===== config.mk =====
export PLATFORM = sky130hd
export DESIGN_NAME = channel_scan_seq_flat
export DESIGN_NICKNAME = d
export VERILOG_FILES = /design/src/rtl/scan_pkg.sv /design/src/rtl/channel_scan_seq_if.sv /design/src/rtl/next_ch_finder.sv /design/src/rtl/channel_scan_seq.sv /design/src/flat_wrapper.sv
export SDC_FILE = /design/constraint.sdc
export NUM_CORES = 1
export LEC_CHECK = 0
export ABC_AREA = 1
export BUFFER_PORTS_ARGS = -buffer_cell sky130_fd_sc_hd__buf_4
export CAP_MARGIN = 10
export CELL_PAD_IN_SITES_DETAIL_PLACEMENT = 1
export CELL_PAD_IN_SITES_GLOBAL_PLACEMENT = 1
export CORE_MARGIN = 4
export CORE_UTILIZATION = 40
export CTS_BUF_LIST = sky130_fd_sc_hd__clkbuf_8
export DETAILED_ROUTE_END_ITERATION = 7
export PLACE_DENSITY = 0.8
export SYNTH_ARGS = -nofsm -noshare
export SYNTH_HDL_FRONTEND = slang
export SYNTH_SLANG_ARGS = --single-unit

===== constraint.sdc =====
create_clock -name clk -period 5.4 [get_ports clk]
set_input_delay 1.08 -clock clk [delete_from_list [all_inputs] [get_ports clk]]
set_output_delay 1.08 -clock clk [all_outputs]
set_load 0.01 [all_outputs]

===== src/rtl/scan_pkg.sv =====
// Shared types and constants for the channel scanner.
package scan_pkg;

   localparam int unsigned CH_W   = 3;
   localparam int unsigned NUM_CH = 8;

   typedef logic [CH_W-1:0] ch_idx_t;

   typedef enum logic {
      IDLE = 1'b0,
      SCAN = 1'b1
   } scan_state_t;

endpackage : scan_pkg


===== src/rtl/channel_scan_seq_if.sv =====
// Control/status bundle between a scan controller and channel_scan_seq.
interface channel_scan_seq_if
   import scan_pkg::*;
#(
   parameter int unsigned DWELL_W = 8
);

   logic                start;
   logic                stop;
   logic [DWELL_W-1:0]  dwell;
   logic [NUM_CH-1:0]   ch_mask;
   ch_idx_t             sel;
   logic                sel_valid;
   logic                busy;
   logic                wrap;

   modport master (
      output start, stop, dwell, ch_mask,
      input  sel, sel_valid, busy, wrap
   );

   modport slave (
      input  start, stop, dwell, ch_mask,
      output sel, sel_valid, busy, wrap
   );

endinterface : channel_scan_seq_if


===== src/rtl/next_ch_finder.sv =====
// Combinational search for the next enabled channel after i_cur, cyclically,
// with i_cur itself as the last candidate.
module next_ch_finder
   import scan_pkg::*;
(
   input  ch_idx_t           i_cur,
   input  logic [NUM_CH-1:0] i_mask,
   output ch_idx_t           o_nxt_c,
   output logic              o_found_c,
   output logic              o_wrapped_c
);

   ch_idx_t           w_base;
   ch_idx_t           w_off;
   logic [NUM_CH-1:0] w_rot;

   // Rotate so the search origin sits at bit 0, priority-encode, then un-rotate.
   always_comb begin
      w_base = i_cur + ch_idx_t'(1);
      w_rot  = '0;
      w_off  = '0;
      for (int i = 0; i < int'(NUM_CH); i++) begin
         w_rot[i] = i_mask[w_base + ch_idx_t'(i)];
      end
      for (int i = int'(NUM_CH) - 1; i >= 0; i--) begin
         if (w_rot[i]) begin
            w_off = ch_idx_t'(i);
         end
      end
   end

   assign o_nxt_c     = w_base + w_off;
   assign o_found_c   = |i_mask;
   assign o_wrapped_c = (o_nxt_c <= i_cur);

endmodule : next_ch_finder


===== src/rtl/channel_scan_seq.sv =====
// Cyclic channel scanner: visits enabled channels in ascending order, holding
// each for dwell+1 cycles, and pulses wrap whenever the index does not increase.
module channel_scan_seq
   import scan_pkg::*;
#(
   parameter int unsigned DWELL_W = 8
)(
   input  logic               clk,
   input  logic               rst_n,
   channel_scan_seq_if.slave  bus
);

   scan_state_t        r_state;
   ch_idx_t            r_sel;
   logic               r_sel_valid;
   logic               r_busy;
   logic               r_wrap;
   logic [DWELL_W-1:0] r_cnt;

   ch_idx_t            w_cur;
   ch_idx_t            w_nxt;
   logic               w_found;
   logic               w_wrapped;

   // In IDLE the search origin is the top channel so the first load lands on the lowest set bit.
   assign w_cur = (r_state == IDLE) ? ch_idx_t'(NUM_CH - 1) : r_sel;

   next_ch_finder u_finder (
      .i_cur       (w_cur),
      .i_mask      (bus.ch_mask),
      .o_nxt_c     (w_nxt),
      .o_found_c   (w_found),
      .o_wrapped_c (w_wrapped)
   );

   always_ff @(posedge clk or negedge rst_n) begin
      if (!rst_n) begin
         r_state     <= IDLE;
         r_sel       <= '0;
         r_sel_valid <= 1'b0;
         r_busy      <= 1'b0;
         r_wrap      <= 1'b0;
         r_cnt       <= '0;
      end else begin
         case (r_state)
            IDLE: begin
               r_wrap <= 1'b0;
               if (bus.start && !bus.stop && w_found) begin
                  r_state     <= SCAN;
                  r_sel       <= w_nxt;
                  r_cnt       <= bus.dwell;
                  r_sel_valid <= 1'b1;
                  r_busy      <= 1'b1;
               end else begin
                  r_sel       <= '0;
                  r_sel_valid <= 1'b0;
                  r_busy      <= 1'b0;
               end
            end
            SCAN: begin
               if (bus.stop || (r_cnt == '0 && !w_found)) begin
                  r_state     <= IDLE;
                  r_sel       <= '0;
                  r_sel_valid <= 1'b0;
                  r_busy      <= 1'b0;
                  r_wrap      <= 1'b0;
                  r_cnt       <= '0;
               end else if (r_cnt != '0) begin
                  r_cnt  <= r_cnt - DWELL_W'(1);
                  r_wrap <= 1'b0;
               end else begin
                  r_sel  <= w_nxt;
                  r_cnt  <= bus.dwell;
                  r_wrap <= w_wrapped;
               end
            end
            default: begin
               r_state     <= IDLE;
               r_sel       <= '0;
               r_sel_valid <= 1'b0;
               r_busy      <= 1'b0;
               r_wrap      <= 1'b0;
               r_cnt       <= '0;
            end
         endcase
      end
   end

   assign bus.sel       = r_sel;
   assign bus.sel_valid = r_sel_valid;
   assign bus.busy      = r_busy;
   assign bus.wrap      = r_wrap;

endmodule : channel_scan_seq


===== src/flat_wrapper.sv =====
// flat-port wrapper written by rule: the top's interface ports become plain ports
module channel_scan_seq_flat import scan_pkg::*;
#(
   parameter int unsigned DWELL_W = 8
)
  (clk, rst_n, bus_start, bus_stop, bus_dwell, bus_ch_mask, bus_sel, bus_sel_valid, bus_busy, bus_wrap);
  channel_scan_seq_if #(.DWELL_W(DWELL_W)) bus_i ();
  input  logic clk;
  input  logic rst_n;
  input wire logic [$bits(bus_i.start)-1:0] bus_start;
  input wire logic [$bits(bus_i.stop)-1:0] bus_stop;
  input wire logic [$bits(bus_i.dwell)-1:0] bus_dwell;
  input wire logic [$bits(bus_i.ch_mask)-1:0] bus_ch_mask;
  output wire logic [$bits(bus_i.sel)-1:0] bus_sel;
  output wire logic [$bits(bus_i.sel_valid)-1:0] bus_sel_valid;
  output wire logic [$bits(bus_i.busy)-1:0] bus_busy;
  output wire logic [$bits(bus_i.wrap)-1:0] bus_wrap;
  assign bus_i.start = bus_start;
  assign bus_i.stop = bus_stop;
  assign bus_i.dwell = bus_dwell;
  assign bus_i.ch_mask = bus_ch_mask;
  assign bus_sel = bus_i.sel;
  assign bus_sel_valid = bus_i.sel_valid;
  assign bus_busy = bus_i.busy;
  assign bus_wrap = bus_i.wrap;
  channel_scan_seq #(.DWELL_W(DWELL_W)) u_core (.clk(clk), .rst_n(rst_n), .bus(bus_i));
endmodule

==> results of run 1 <==
## power breakdown
part           switching (mW)  leakage, nW  internal, mW
sequential             0.0233        0.171         0.129
combinational           0.309        0.717         0.169
clock                  0.0380       0.0216        0.0494
total                   0.371        0.910         0.348
## worst register-to-register path: stages, from the launching register on
cell	delay, ns
dfrtp_1	0.66
nand2_2	0.30
ha_1	0.53
inv_1	0.16
nand3_1	0.11
nand2_1	0.08
nand2_1	0.09
nand2_1	0.06
nand2_1	0.07
nand2_1	0.05
nand2_1	0.05
nand2_1	0.05
nand2_1	0.06
nand2_1	0.05
nand2_1	0.09
nor2_1	0.06
fa_1	0.36
inv_1	0.07
xor2_1	0.07
nand3b_1	0.18
nand2_1	0.09
inv_1	0.04
ha_1	0.28
nand2_1	0.07
a21oi_1	0.11
o21ai_0	0.10
a21oi_1	0.14
## logic make-up after synthesis
| group | after synthesis | share of synthesized area (%) |
|---|---|---|
| buffers and inverters | 33 | 9.775 |
| flip-flops | 14 | 24.22 |
| adder cells (fa/ha/maj) | 7 | 6.574 |
| XOR/XNOR | 6 | 3.633 |
| AO/OA/AOI/OAI | 29 | 11.94 |
| AND/OR/NAND/NOR | 144 | 43.86 |
## how the worst max path moves through the flow
stage / endpoint / start / slack, ns / depth (start not counted)
floorplan: u_core.bus.wrap$_DFF_PN0_ / u_core.bus.sel[0]$_DFFE_PN0P_ / 2.03 / 28
CTS: u_core.bus.wrap$_DFF_PN0_ / u_core.r_state$_DFF_PN0_ / 1.33 / 26
global placement: u_core.bus.wrap$_DFF_PN0_ / u_core.r_state$_DFF_PN0_ / 1.48 / 26
finish: u_core.bus.wrap$_DFF_PN0_ / u_core.r_state$_DFF_PN0_ / 1.33 / 26
detailed placement: u_core.bus.wrap$_DFF_PN0_ / u_core.r_state$_DFF_PN0_ / 1.35 / 28
global route: u_core.bus.wrap$_DFF_PN0_ / u_core.r_state$_DFF_PN0_ / 0.75 / 26
## per-layer routing
metal  global-route usage (%)  vias to the layer above  part of all wire, %
met3                    3.448                        2                  4.3
met4                    2.978                        0                 0.19
met5                        0                        -                    0
met1                    29.61                      737                   50
li1                         -                      804                    -
met2                    33.81                       33                   46
## cell usage after synthesis
master    count  area (um^2)
nor2_1       18        67.56
a21oi_1      11        55.05
nor2_2        1        6.260
nand2_4       2        22.52
dfrtp_1      14        350.3
inv_2         3        11.26
o21a_1        1        7.510
o21ai_2       1        8.760
buf_4         2        15.01
nor3_1        3        15.01
buf_6         1        11.26
nand2_2       4        25.02
a221oi_1      1        8.760
nand3_1      34        170.2
nand4_1       1        6.260
ha_1          6        75.07
a31oi_1       2        12.51
nand3_2       1        10.01
nand3b_1      1        7.510
clkbuf_1      1        3.750
a21oi_2       1        8.760
fa_1          1        20.02
inv_4         1        6.260
o22ai_1       1        6.260
xor2_1        6        52.55
inv_1        25        93.84
nor2_4        1        11.26
nand2_1      78        292.8
a22oi_1       4        30.03
o21ai_0       7        35.03
## sequential cells by signal (all words and copies together), names as in the netlist
signal                flops
u_core.bus.sel_valid      1
u_core.bus.wrap           1
u_core.bus.sel            3
u_core.r_state            1
u_core.r_cnt              8
## stage by stage
step	setup WS (ns)	util [%]
after floorplan	2.034	-
after global placement	1.475	48.64
final	1.326	49.85
after global routing	0.7510	49.85
after CTS	1.326	49.85
after detailed placement	1.351	48.64
## final cells by class
type	instances	area, um^2
Clock buffer	3	41.29
Tap cell	46	57.56
Sequential cell	14	350.3
Fill cell	488	1713
Multi-Input combinational cell	186	954.7
Inverter	29	111.4
Timing Repair Buffer	25	187.7
==> run summary, run 1 <==
Hold slack: 0.5384 ns
Clock Pin Slew Worst Setup and Hold Paths: 0.06 ns
Maximum VDD drop: 0.1432 mV
Cells on worst reg2reg path: 26
Max_cap viols: 0
CP max stage delay: 0.66 ns
Clock Latency Late Sink: 0.25 ns
Commonest non-fill, non-tap cells in the layout: nand2_1, nand3_1, inv_1, buf_4, nor2_1
Clock Sink Count: 14
DR pass1 iterations: 5
Measured slew at the worst slew-check pin: 0.7438 ns
Final #Nets: 286
Gate Count Post-Synth: 233
Row count: 21
Final Hold Viols: 0
Skew final: 0.002178 ns
Fin. max-slew vios: 0
Area Overhead vs Synth: 17.73%
Worst Setup Start Kind: flop
Hold depth: 2
Vias/cell: 5.201
PwrDens: 421.8 nW/um^2
Class of the worst hold path: flop to flop
Leakage Power: 0.9105 nW
Post-synthesis cell area: 1446 um^2
Non-filler cells, final: 303
Final setup viols: 0
Arrival @ worst endpoint: 4.25 ns
Post-DP Area: 1662 um^2
Buffer depth of the longest clock path: 2
H-tree depth: 1
Tot GR Track Use: 20.88%
WHS Endpoint: u_core.bus.sel[2]$_DFFE_PN0P_
Wire per inst: 14.04 um
RSZ-0062 raised after global routing: false
Flops & latches, synth: 14
Vias: 1576
Drt total wl: 4.254 mm
Yosys cell types: 30
Share of cells above drive strength 1: 16.73%
Crit-path max FO: 15
Root buf cell: clkbuf_8
Syn nets: 260
Final cycle utilization of the critical path: 75.44%
I/O Buffers: 25
Vias in the first global route: 1577
Routability cong.: 0.8425
Total grt overflow: 0
Final instance area: 1703 um^2
Full die area: 4642 um^2
Setup fix buffers added after clock tree synthesis: 0
Crit-path slowest cell: dfrtp_1
Post-CTS Hold Buffers: 0
Placed Instances: 300
Global-route wire length before repair: 7.334 mm
R2R Path End: u_core.bus.wrap$_DFF_PN0_
Family with the most delay on the worst path: simple AND/OR/NAND/NOR gates
Largest net degree at the start of global routing: 16
Core area: 3416 um^2
Minimum clock period: 4.074 ns
Avg Inst Size Synth: 6.208 um^2
Initial antenna violation count: 0
Detail Route Antenna Nets: 0
Status: complete, no violations
DR DRC count: 0
Commonest non-fill, non-tap cell in the layout: nand2_1
CTS tree: built
Reg2reg setup slack: 1.33 ns
Relative slew margins: 50.23%
Yosys synthesis warning count: 0
Die Ht: 68.13 um
Num CTS Buffers: 3
Crit path kind: flop to flop
Total Power: 718.3 uW
Die X-Extent: 68.13 um
Sequential share of the synthesized area: 24.22%
Nature of the critical path endpoint: flop
1st-iter DRT viols: 56
Hold wc startpoint: u_core.bus.sel[2]$_DFFE_PN0P_
Hpwl dp: 3.620 mm
Worst path buffer plus inverter count: 3
FF-to-FF Start: u_core.r_state$_DFF_PN0_
Crit path top cell by count: nand2_1
Crit path required time: 5.57 ns
N_diodes: 0
Initial Utilization: 42.34%
Setup tns final: 0 ns
I/O Pins: 26
Cts repair resizes: 0
Fmax: 0.2455 GHz
(Power assumes the default switching activity.)
==> inputs of run 2 (changes only) <==
Settings changed: CORE_UTILIZATION 40 to 36, PLACE_DENSITY 0.8 to 0.76.
Clock period 5.4 ns to 3.72 ns, I/O delays scaled along.
==> run 2 against run 1 <==
Compared with the run above: final area rose by 6.5%; die area rose by 9.8%; cell count rose by 3.6%; non-clock buffer count rose by 8; clock power rose by 73%; highest routed layer unchanged; largest cell class unchanged; setup slack got worse by 0.92 ns; global-route usage fell by 3.4 points; clock skew fell by 0.0015 ns.
==> run summary, run 2 (synthesis results as in run 1) <==
Commonest non-fill, non-tap cell in the layout: nand2_1 (unchanged)
Clock Pin Slew Worst Setup and Hold Paths: 0.06 ns (about the same)
Leakage Power: 0.9565 nW (was 0.9105 nW)
Routability cong.: 0.8140 (was 0.8425)
Number of flip-flops in the largest register: 8 (unchanged)
Status: complete, no violations (unchanged)
CP max stage delay: 0.44 ns (was 0.66 ns)
Area Overhead vs Synth: 25.35% (was 17.73%)
Hold slack: 0.3327 ns (was 0.5384 ns)
Crit path top cell by count: nand2_1 (unchanged)
Final instance area: 1813 um^2 (was 1703 um^2)
Crit path kind: flop to flop (unchanged)
FF-to-FF Start: u_core.bus.sel[1]$_DFFE_PN0P_ (was u_core.r_state$_DFF_PN0_)
N_diodes: 0 (unchanged)
Class of the worst hold path: input pin to asynchronous set/reset pin (was flop to flop)
Die X-Extent: 71.39 um (was 68.13 um)
Vias: 1595 (was 1576)
Combinational power share: 66.9% (was 66.6%)
Vias/cell: 5.080 (was 5.201)
Wire per inst: 13.81 um (was 14.04 um)
Core area: 3771 um^2 (was 3416 um^2)
Max_cap viols: 0 (unchanged)
Total grt overflow: 0 (unchanged)
Share of cells above drive strength 1: 22.93% (was 16.73%)
Clock power share: 13.4% (was 12.2%)
Sw frac: 48.84% (was 51.61%)
Drt total wl: 4.336 mm (was 4.254 mm)
Final setup viols: 0 (unchanged)
Detail Route Antenna Nets: 0 (unchanged)
Maximum VDD drop: 0.2200 mV (was 0.1432 mV)
DR pass1 iterations: 4 (was 5)
Final cycle utilization of the critical path: 89.00% (was 75.44%)
Post-DP Area: 1709 um^2 (was 1662 um^2)
Clock Sink Count: 14 (unchanged)
Crit-path max FO: 6 (was 15)
Full die area: 5096 um^2 (was 4642 um^2)
Worst Setup Start Kind: flop (unchanged)
Reg2reg setup slack: 0.41 ns (was 1.33 ns)
Internal: 572.6 uW (was 347.5 uW)
Final #Nets: 294 (was 286)
Non-filler cells, final: 314 (was 303)
Final Hold Viols: 0 (unchanged)
Buffer depth of the longest clock path: 2 (unchanged)
Initial Utilization: 38.35% (was 42.34%)
Crit-path slowest cell: dfrtp_2 (was dfrtp_1)
Vias in the first global route: 1648 (was 1577)
Root buf cell: clkbuf_8 (unchanged)
Skew final: 0.0006743 ns (was 0.002178 ns)
Commonest non-fill, non-tap cells in the layout: nand2_1, nand3_1, buf_4, inv_1, nor2_1 (was nand2_1, nand3_1, inv_1, buf_4, nor2_1)
PwrDens: 617.4 nW/um^2 (was 421.8 nW/um^2)
Hpwl dp: 3.558 mm (was 3.620 mm)
Global-route wire length before repair: 7.251 mm (was 7.334 mm)
Fmax: 0.3020 GHz (was 0.2455 GHz)
H-tree depth: 1 (unchanged)
Final Util: 48.08% (was 49.85%)
Row count: 22 (was 21)
Reg power frac: 19.7% (was 21.2%)
Die Ht: 71.39 um (was 68.13 um)
Filler instances: 518 (was 488)
Arrival @ worst endpoint: 3.49 ns (was 4.25 ns)
Tot GR Track Use: 17.48% (was 20.88%)
Crit path required time: 3.90 ns (was 5.57 ns)
DR DRC count: 0 (unchanged)
Relative slew margins: 76.73% (was 50.23%)
Initial antenna violation count: 0 (unchanged)
Worst path buffer plus inverter count: 4 (was 3)
Total Power: 1.119 mW (was 718.3 uW)
Largest register by flop count: u_core.r_cnt (unchanged)
Clock Latency Late Sink: 0.25 ns (about the same)
Nature of the critical path endpoint: flop (unchanged)
Fin. max-slew vios: 0 (unchanged)
Family with the most delay on the worst path: simple AND/OR/NAND/NOR gates (unchanged)
I/O Pins: 26 (unchanged)
Minimum clock period: 3.311 ns (was 4.074 ns)
Num CTS Buffers: 3 (unchanged)
Largest net degree at the start of global routing: 15 (was 16)
CTS tree: built (unchanged)
1st-iter DRT viols: 54 (was 56)
Measured slew at the worst slew-check pin: 0.3464 ns (was 0.7438 ns)
I/O Buffers: 25 (unchanged)
Sw Pwr: 546.7 uW (was 370.7 uW)
R2R Path End: u_core.bus.wrap$_DFF_PN0_ (unchanged)
Cells on worst reg2reg path: 28 (was 26)
Placed Instances: 308 (was 300)
==> run 2: cell count changes in the layout (fill, tap and decap cells not counted) <==
cell	change
inv_1	-1
ha_1	-1
buf_4	+8
dfrtp_1	-2
a21oi_1	-1
ha_4	+1
dfrtp_2	+2
inv_4	+2
clkbuf_8	+1
nand2_2	+4
nand2_1	-4
inv_2	-1
a21oi_2	+1
==> run 2: worst max path at each step <==
stage / cells past startpoint / startpoint / slack [ns] / end
final: 28 / u_core.bus.sel[1]$_DFFE_PN0P_ / 0.41 / u_core.bus.wrap$_DFF_PN0_
after detailed placement: 23 / u_core.r_state$_DFF_PN0_ / 0.17 / u_core.bus.wrap$_DFF_PN0_
after floorplan: 28 / u_core.bus.sel[0]$_DFFE_PN0P_ / 0.35 / u_core.bus.wrap$_DFF_PN0_
after CTS: 23 / u_core.r_state$_DFF_PN0_ / 0.17 / u_core.bus.wrap$_DFF_PN0_
after global routing: 27 / u_core.bus.sel[1]$_DFFE_PN0P_ / -0.004 / u_core.bus.wrap$_DFF_PN0_
after global placement: 23 / u_core.r_state$_DFF_PN0_ / 0.32 / u_core.bus.wrap$_DFF_PN0_
==> run 2: power groups by stage <==
stage	registers (mW)	clock network, mW	logic, mW
5_1_grt	0.225	0.163	0.867
4_1_cts	0.219	0.157	0.709
2_1_floorplan	0.221	0	0.512
6_report	0.220	0.151	0.749
3_5_place_dp	0.221	0	0.707
3_3_place_gp	0.221	0	0.695
==> run 2: per-layer routing <==
| layer | part of all wire [%] | vias to the layer above | track usage [%] |
|---|---|---|---|
| met5 | 0 | - | 0 |
| met4 | 1.7 | 0 | 6.889 |
| met3 | 2.7 | 7 | 1.262 |
| met2 | 52 | 23 | 32.24 |
| met1 | 44 | 744 | 20.80 |
| li1 | - | 821 | - |
==> run 2: timing repair <==
action | CTS | global route
gates resized for setup | 0 | 12
buffers inserted | 0 | 2
hold endpoints to repair | 0 | 0
endpoints found under the setup margin | 0 | 1
hold buffers | 0 | 0
==> run 2: worst register-to-register path, delay by kind of cell (launching register included) <==
kind / cells / cell delay, ns
AO/OA/AOI/OAI: 3 / 0.33
XOR/XNOR: 1 / 0.07
adder cells (fa/ha/maj): 3 / 0.80
buffers and inverters: 4 / 0.28
flip-flops: 1 / 0.44
AND/OR/NAND/NOR: 17 / 1.33
==> run 2: final cells by class <==
class / instances / area [um^2] / area share (%)
clock buffers: 4 / 55.05 / 3.037
repair buffers: 33 / 247.7 / 13.66
flip-flops and latches: 14 / 352.8 / 19.46
multi-input cells: 186 / 980.9 / 54.11
inverters: 29 / 116.4 / 6.418
well taps: 48 / 60.06 / 3.313
==> run 2: metrics by stage <==
step             TNS, ns  worst slack [ns]
4_1_cts                0            0.1653
3_5_place_dp           0            0.1671
3_3_place_gp           0            0.3213
2_1_floorplan          0            0.3543
5_1_grt        -0.003792         -0.003792
6_report               0            0.4091
==> inputs of run 3 (changes only) <==
Settings changed: CORE_UTILIZATION 36 to 40, PLACE_DENSITY 0.76 to 0.8.
Clock period 3.72 ns to 4.1 ns, I/O delays scaled along.
==> run 3 against run 2 <==
Compared with the run above: non-clock buffer count is 6 lower; largest cell class unchanged; largest power group unchanged; setup slack better by 0.035 ns; global-route usage rose by 4.2 points; sequential power down 11%; final area fell by 3.8%; cell count shrank 2.5%; register-to-register slack improved by 0.04 ns; die area down 8.9%; critical endpoint unchanged; worst hold slack gained 0.076 ns; critical path depth is 2 lower; first-iteration DRC count up 22%; maximum frequency shrank 9.4%.
==> run summary, run 3 (synthesis results as in run 1) <==
Tot GR Track Use: 21.64% (was 17.48%)
Number of flip-flops in the largest register: 8 (unchanged)
Setup tns final: 0 ns (unchanged)
Final setup viols: 0 (unchanged)
PwrDens: 574.8 nW/um^2 (was 617.4 nW/um^2)
Cts repair resizes: 0 (unchanged)
Clock Pin Slew Worst Setup and Hold Paths: 0.06 ns (about the same)
Area of the multi-input gates: 967.2 um^2 (was 980.9 um^2)
Crit path kind: flop to flop (unchanged)
Setup fix buffers added after clock tree synthesis: 0 (unchanged)
Minimum clock period: 3.656 ns (was 3.311 ns)
Row count: 21 (was 22)
Initial antenna violation count: 0 (unchanged)
Hpwl dp: 3.686 mm (was 3.558 mm)
Relative slew margins: 52.08% (was 76.73%)
Die Ht: 68.13 um (was 71.39 um)
Arrival @ worst endpoint: 3.83 ns (was 3.49 ns)
Nature of the critical path endpoint: flop (unchanged)
Drt total wl: 4.427 mm (was 4.336 mm)
Crit-path max FO: 8 (was 6)
Initial Utilization: 42.34% (was 38.35%)
Vias/cell: 5.121 (was 5.080)
1st-iter DRT viols: 66 (was 54)
Vias in the first global route: 1588 (was 1648)
Post-Place Setup Slack: 0.3238 ns (was 0.1671 ns)
Crit path required time: 4.28 ns (was 3.90 ns)
Final Hold Viols: 0 (unchanged)
Worst path buffer plus inverter count: 5 (was 4)
Skew final: 0.002828 ns (was 0.0006743 ns)
Fin. max-slew vios: 0 (unchanged)
Largest register by flop count: u_core.r_cnt (unchanged)
RSZ-0062 raised after global routing: false
CTS tree: built (unchanged)
Final #Nets: 288 (was 294)
Die X-Extent: 68.13 um (was 71.39 um)
I/O Buffers: 25 (unchanged)
Clock Latency Late Sink: 0.25 ns (about the same)
Leakage Power: 0.9281 nW (was 0.9565 nW)
Clock Sink Count: 14 (unchanged)
Commonest non-fill, non-tap cells in the layout: nand2_1, nand3_1, buf_4, inv_1, nor2_1 (unchanged)
Max_cap viols: 0 (unchanged)
Total grt overflow: 0 (unchanged)
Family with the most delay on the worst path: simple AND/OR/NAND/NOR gates (unchanged)
DR DRC count: 0 (unchanged)
DR pass1 iterations: 4 (unchanged)
Post-CTS Hold Buffers: 0 (unchanged)
Share of cells above drive strength 1: 18.08% (was 22.93%)
Area Overhead vs Synth: 20.59% (was 25.35%)
Full die area: 4642 um^2 (was 5096 um^2)
Buffer depth of the longest clock path: 2 (unchanged)
Num CTS Buffers: 3 (unchanged)
Largest net degree at the start of global routing: 15 (unchanged)
Measured slew at the worst slew-check pin: 0.7162 ns (was 0.3464 ns)
Commonest non-fill, non-tap cell in the layout: nand2_1 (unchanged)
Area occupied by registers: 350.3 um^2 (was 352.8 um^2)
Crit path top cell by count: nand2_1 (unchanged)
N_diodes: 0 (unchanged)
Status: complete, no violations (unchanged)
Reg2reg setup slack: 0.44 ns (was 0.41 ns)
Crit-path slowest cell: dfrtp_1 (was dfrtp_2)
Class of the worst hold path: input pin to asynchronous set/reset pin (unchanged)
H-tree depth: 1 (unchanged)
Global-route wire length before repair: 7.431 mm (was 7.251 mm)
Final cycle utilization of the critical path: 89.16% (was 89.00%)
Core area: 3416 um^2 (was 3771 um^2)
Root buf cell: clkbuf_8 (unchanged)
Fmax: 0.2736 GHz (was 0.3020 GHz)
Filler instances: 477 (was 518)
Routability cong.: 0.8321 (was 0.8140)
Maximum VDD drop: 0.2283 mV (was 0.2200 mV)
Detail Route Antenna Nets: 0 (unchanged)
Fin worst setup slack: 0.4445 ns (was 0.4091 ns)
I/O Pins: 26 (unchanged)
Worst Setup Start Kind: flop (unchanged)
Wire per inst: 14.47 um (was 13.81 um)
Vias: 1567 (was 1595)
CP max stage delay: 0.43 ns (was 0.44 ns)
==> run 3: changes by cell type in the layout (fill, tap and decap cells not counted), moves of 2 or more <==
cell     before  now
buf_4        33   27
nand2_2       8    4
dfrtp_1      12   14
nand2_1      74   78
dfrtp_2       2    0
inv_4         3    1
==> run 3: metal layers <==
layer / track usage (%) / up-vias / routed length [um]
met5: 0 / - / 0
li1: - / 808 / -
met1: 28.64 / 733 / 2173
met2: 36.10 / 20 / 2067
met4: 5.707 / 0 / 36
met3: 3.777 / 6 / 150
==> run 3: worst reg2reg max path: cells and delay by family (launching register included) <==
family                     cells  cell delay (ns)
and+or+nand+nor               14             1.33
adders and majority gates      3             0.95
DFF                            1             0.43
buffers and inverters          5             0.42
AOI/OAI and AO/OA              3             0.39
xor gates and xnor gates       1             0.07
==> run 3: power by group <==
part	total [mW]	internal, mW	switching (mW)
combinational	0.668	0.239	0.429
sequential	0.195	0.170	0.0256
clock	0.140	0.0853	0.0543
==> run 3: final timing paths <==
check	start	endpoint	cells after the start
max	u_core.bus.sel[1]$_DFFE_PN0P_	u_core.bus.wrap$_DFF_PN0_	26
min	rst_n	u_core.r_cnt[3]$_DFFE_PN0P_	1
max reg2reg	u_core.bus.sel[1]$_DFFE_PN0P_	u_core.bus.wrap$_DFF_PN0_	26
min reg2reg	u_core.bus.sel[2]$_DFFE_PN0P_	u_core.bus.sel[2]$_DFFE_PN0P_	2
max in group asynchronous	rst_n	u_core.bus.sel_valid$_DFFE_PN0P_	1
min in group clk	u_core.bus.sel[2]$_DFFE_PN0P_	u_core.bus.sel[2]$_DFFE_PN0P_	2
==> run 3: through the flow <==
step	instances	util [%]	power [mW]	area (um^2)	hold slack, ns
after floorplan	233	-	0.6645	1446	0.5049
after global placement	302	49.08	0.8188	1677	0.5037
after detailed placement	302	49.08	0.8555	1677	0.5099
after CTS	306	50.70	1.003	1732	0.4048
after global routing	306	51.06	1.116	1744	0.4095
final	306	51.06	1.003	1744	0.4086
==> run 3: cell type report <==
| cell class | count | share of cell area (%) |
|---|---|---|
| Sequential cell | 14 | 20.09 |
| Tap cell | 46 | 3.300 |
| Multi-Input combinational cell | 186 | 55.45 |
| Inverter | 29 | 6.385 |
| Timing Repair Buffer | 27 | 11.62 |
| Clock buffer | 4 | 3.156 |
